[src/rtl/spi_shift_engine.sv]
// rtl/spi_shift_engine.sv - SPI master byte shift engine with configurable mode and divider
module spi_shift_engine #(
  parameter int CPOL    = 0,
  parameter int CPHA    = 0,
  parameter int CLK_DIV = 4
) (
  input  logic       clk,
  input  logic       rst,
  input  logic       start,
  input  logic [7:0] tx_data,
  output logic [7:0] rx_data,
  output logic       busy,
  output logic       ready,
  output logic       spi_clk,
  output logic       spi_mosi,
  input  logic       spi_miso,
  output logic       spi_cs_n
);

  localparam int               DIV_W     = $clog2(CLK_DIV + 1);
  localparam logic [DIV_W-1:0] DIV_LAST  = DIV_W'(CLK_DIV - 1);
  localparam logic             IDLE_CLK  = (CPOL != 0);
  // CPHA=1 samples MISO on even edges and launches MOSI on odd edges
  localparam logic             LATE_PHASE = (CPHA != 0);

  typedef enum logic [1:0] {IDLE, LEAD, SHIFT, TRAIL} state_t;

  state_t           state, state_n;
  logic [DIV_W-1:0] div_cnt, div_n;
  logic [4:0]       edge_cnt, edge_n;
  logic [7:0]       tx_sh, tx_sh_n;
  logic [7:0]       rx_sh, rx_sh_n;
  logic [7:0]       rx_data_n;
  logic             busy_n, ready_n, spi_clk_n, spi_mosi_n, spi_cs_n_n;
  logic             odd_edge, do_sample, do_advance;

  // Register every piece of state and every output; reset forces the idle bus levels
  always_ff @(posedge clk) begin
    if (rst) begin
      state    <= IDLE;
      div_cnt  <= '0;
      edge_cnt <= '0;
      tx_sh    <= '0;
      rx_sh    <= '0;
      rx_data  <= '0;
      busy     <= 1'b0;
      ready    <= 1'b0;
      spi_clk  <= IDLE_CLK;
      spi_mosi <= 1'b1;
      spi_cs_n <= 1'b1;
    end else begin
      state    <= state_n;
      div_cnt  <= div_n;
      edge_cnt <= edge_n;
      tx_sh    <= tx_sh_n;
      rx_sh    <= rx_sh_n;
      rx_data  <= rx_data_n;
      busy     <= busy_n;
      ready    <= ready_n;
      spi_clk  <= spi_clk_n;
      spi_mosi <= spi_mosi_n;
      spi_cs_n <= spi_cs_n_n;
    end
  end

  // Next-state and next-output decode; edge_cnt counts edges already issued, so the
  // edge being issued now is odd when edge_cnt is even
  always_comb begin
    state_n    = state;
    div_n      = div_cnt;
    edge_n     = edge_cnt;
    tx_sh_n    = tx_sh;
    rx_sh_n    = rx_sh;
    rx_data_n  = rx_data;
    busy_n     = busy;
    ready_n    = ready;
    spi_clk_n  = spi_clk;
    spi_mosi_n = spi_mosi;
    spi_cs_n_n = spi_cs_n;
    odd_edge   = ~edge_cnt[0];
    do_sample  = odd_edge ^ LATE_PHASE;
    do_advance = LATE_PHASE ? odd_edge : (~odd_edge && (edge_cnt != 5'd15));
    case (state)
      IDLE: begin
        if (start) begin
          state_n    = LEAD;
          div_n      = '0;
          edge_n     = '0;
          rx_sh_n    = '0;
          busy_n     = 1'b1;
          ready_n    = 1'b0;
          spi_cs_n_n = 1'b0;
          // CPHA=0 presents bit 7 before the first edge; CPHA=1 launches it on edge 1
          if (LATE_PHASE) begin
            tx_sh_n    = tx_data;
            spi_mosi_n = 1'b1;
          end else begin
            tx_sh_n    = {tx_data[6:0], 1'b0};
            spi_mosi_n = tx_data[7];
          end
        end
      end
      LEAD: begin
        if (div_cnt == DIV_LAST) begin
          div_n   = '0;
          state_n = SHIFT;
        end else begin
          div_n = div_cnt + DIV_W'(1);
        end
      end
      SHIFT: begin
        if (div_cnt == DIV_LAST) begin
          div_n     = '0;
          spi_clk_n = ~spi_clk;
          edge_n    = edge_cnt + 5'd1;
          if (do_sample) begin
            rx_sh_n = {rx_sh[6:0], spi_miso};
          end
          if (do_advance) begin
            spi_mosi_n = tx_sh[7];
            tx_sh_n    = {tx_sh[6:0], 1'b0};
          end
          if (edge_cnt == 5'd15) begin
            state_n = TRAIL;
          end
        end else begin
          div_n = div_cnt + DIV_W'(1);
        end
      end
      TRAIL: begin
        if (div_cnt == DIV_LAST) begin
          div_n      = '0;
          state_n    = IDLE;
          rx_data_n  = rx_sh;
          ready_n    = 1'b1;
          busy_n     = 1'b0;
          spi_cs_n_n = 1'b1;
          spi_mosi_n = 1'b1;
          spi_clk_n  = IDLE_CLK;
        end else begin
          div_n = div_cnt + DIV_W'(1);
        end
      end
      default: state_n = IDLE;
    endcase
  end

endmodule

[config.mk]
export PLATFORM = sky130hd
export DESIGN_NAME = spi_shift_engine
export DESIGN_NICKNAME = d
export VERILOG_FILES = /design/src/rtl/spi_shift_engine.sv
export SDC_FILE = /design/constraint.sdc
export NUM_CORES = 1
export LEC_CHECK = 0
export CAP_MARGIN = 30
export CORE_ASPECT_RATIO = 1.25
export CORE_MARGIN = 1.5
export CORE_UTILIZATION = 45
export CTS_CLUSTER_SIZE = 14
export DETAILED_ROUTE_END_ITERATION = 8
export DONT_BUFFER_PORTS = 1
export SYNTH_ARGS = -nofsm -noshare
export SYNTH_HDL_FRONTEND = slang
export SYNTH_SLANG_ARGS = --single-unit
[constraint.sdc]
create_clock -name clk -period 5.12 [get_ports clk]
set_input_delay 1.024 -clock clk [delete_from_list [all_inputs] [get_ports clk]]
set_output_delay 1.024 -clock clk [all_outputs]
set_load 0.02 [all_outputs]
==> flow_summary.toml <==
[status]
status = "completed"

[worst_setup_path]
end_kind = "flip-flop"
r2r_end = "tx_sh[2]"
start_kind = "flip-flop"
critPathMaxStageDelay_ns = 0.55
crit_fanout = 25
r2r_cells = 7
slowest_stage = "a221oi_4"
worstPathArrival_ns = 2.44
required_ns = 5.33
critical_path_class = "flip-flop to flip-flop"
path_cells = "inv_1 -> ha_1 -> buf_4 -> nand3b_2 -> a221oi_4 -> nor2_1 -> a211oi_1"
ff2ff_setup_slack_ns = 2.89
timing.rr.start = "state[0]"

[yosys]
yosys.area.top_type = "dfxtp_1"
ys_types = 36
avgSynthCellArea_um2 = 9.08
postSynthCellCount = 200
async_reset_ff_frac = 0
synth_area_mm2 = 0.00182
ys_seq_area_frac = 0.419
synth_mux_area_frac = 0.0999
ys_ff_latch = 38
yosysWarnings = 0
yosys.area_share.xor_xnor = 0.00965
synth_edf_count = 0
synthSimpleGateAreaFrac = 0.217
synth_fp_nets = 219
synth_compound_area_frac = 0.157
synth_flop_cell = "dfxtp_1"
synthAdderAreaFrac = 0.0482
synth_top_family_by_area = "simple AND/OR/NAND/NOR gates"
synth.area.top_cells = "dfxtp_1 (42%), mux2i_1 (9.4%), nor2_1 (5.4%), ha_1 (4.8%), a21oi_1 (4.7%)"
synth_top_area_frac = 0.419

[timing]
clock.fmax_mhz = 448
worst-slew-pin-transition_ns = 0.622
finalCriticalPeriod_ns = 2.23
layout_setup_ws_ns = 2.89
fin_crit_sh = 0.436
maxSlewViolCount = 0
hold_viol_final = 0
maxSlewHeadroom = 0.585
setup_tns_ns = 0
setup_viol = 0
rsz0062_at_grt = "false"
timing.hold.ws_ns = 0.456
skew_ns = 0.00845

[worst_hold_path]
hold_class = "flip-flop to flip-flop"
holdPathEnd = "rx_data[7]"
min_delay_path_depth = 2
min-delay-start = "rx_sh[7]"

[floorplan]
rows = 25
die_w_um = 59.8
ios = 25
die-area_mm2 = 0.00443
core_area_mm2 = 0.00382
die_y_um = 74.0
start_util = 0.476

[clocking]
clkSinkCount = 38
root_buffer = "clkbuf_8"
path_clk_slew_ns = 0.08
postCtsSetupRepairBufs = 0
cts-resized-gates = 0
cts_tree = "yes"
cts.path.max_buffers = 2
insertion_delay_ns = 0.29
cts_buffers = 5
postCtsHoldBufs = 0
htreeDepth = 2

[route]
wl_per_cell_um = 13.7
via_per_inst = 5.39
drcViolationCount = 0
initialDrtViolationCount = 47
vias = 1352
wl_mm = 3.45
drt_pass1_iterations = 4
ant_nets = 0

[placement]
placed_area_mm2 = 0.00182
post-place-ws_ns = 2.85
io_buffers = 0
place_hpwl_mm = 2.38
gp_congestion = 0.760

[pwr]
power.density_mw_per_mm2 = 483
power_mw = 0.926
power_leakage_nw = 0.696
vdd_drop_max_v = 0.000267

[run]
cap_violations = 0

[layout]
seq_area_um2 = 761
final_nets = 215
fillCellCount = 404
final_cell_mix = "dfxtp_1 (38), nor2_1 (26), mux2i_1 (17), a21oi_1 (17), nand3_1 (11)"
synthToLayoutAreaGrowth_pct = 5.72
multi_input_area_um2 = 966
design_area_mm2 = 0.00192
insertedDiodeCount = 0
drive_gt1_frac = 0.0812
final_common_cell = "dfxtp_1"

[global_routing]
grt_pass1_wl_mm = 5.93
grt_max_degree = 41
grt_pass1_vias = 1309
antenna_found_initial = 0
grt.total_usage = 0.180
grt-ovfl-total = 0
worst max path at each step:
stage	from	endpoint	slack [ns]	cells past startpoint
5_1_grt	state[0]	tx_sh[3]	2.62	7
6_report	state[0]	tx_sh[2]	2.89	7
2_1_floorplan	edge_cnt[0]	tx_sh[5]	3.24	8
4_1_cts	state[0]	tx_sh[2]	2.85	7
3_3_place_gp	state[0]	tx_sh[4]	3.02	7
3_5_place_dp	state[0]	tx_sh[2]	2.85	7
layer usage:
| metal | vias to the layer above | routed length, µm | track usage |
|---|---|---|---|
| li1 | 683 | - | - |
| met1 | 638 | 1570 | 0.214 |
| met2 | 25 | 1690 | 0.298 |
| met3 | 6 | 114 | 0.0504 |
| met4 | 0 | 72 | 0.0815 |
| met5 | - | 0 | 0 |
flip-flops by register name, indices dropped and copies added, names as in the netlist:
signal,flops
rx_data,8
rx_sh,8
tx_sh,7
edge_cnt,5
div_cnt,3
state,2
busy,1
ready,1
spi_clk,1
spi_cs_n,1
spi_mosi,1
cell usage after synthesis, drive strengths merged, types with 5 or more instances:
master / number
buf: 7
ha: 7
a21oi: 18
mux2i: 17
nand3: 11
clkbuf: 5
and2: 8
nor2: 26
nor2b: 5
nand2b: 7
nand2: 10
dfxtp: 38
inv: 6
a211oi: 9
where the power goes:
group | internal (mW) | switching (mW)
clock network | 0.108 | 0.105
logic | 0.142 | 0.195
registers | 0.338 | 0.0380
total | 0.589 | 0.338
critical path, delay by kind of cell (launching register included):
family | cells | cell delay, ns
buf+inv | 2 | 0.47
flops | 1 | 0.33
compound gates | 2 | 0.78
fa+ha+maj | 1 | 0.33
simple gates | 2 | 0.24
area by class of cell:
class | instances | area share
Clock inverter | 2 | 0.00652
Clock buffer | 6 | 0.0430
Inverter | 6 | 0.0117
Multi-Input combinational cell | 144 | 0.503
Timing Repair Buffer | 1 | 0.00391
Sequential cell | 38 | 0.396
Tap cell | 54 | 0.0352
metrics by stage:
stage	utilization	cells
6_report	0.503	251
5_1_grt	0.503	251
4_1_cts	0.503	251
3_5_place_dp	0.478	243
3_3_place_gp	0.478	243
2_1_floorplan	-	200
cell families after synthesis:
| kind of cell | count (synthesis) |
|---|---|
| flops | 38 |
| buf+inv | 18 |
| xor+xnor | 2 |
| simple gates | 78 |
| fa+ha+maj | 7 |
| compound gates | 39 |
| mux | 18 |
Power figures use the tool's default switching activity.
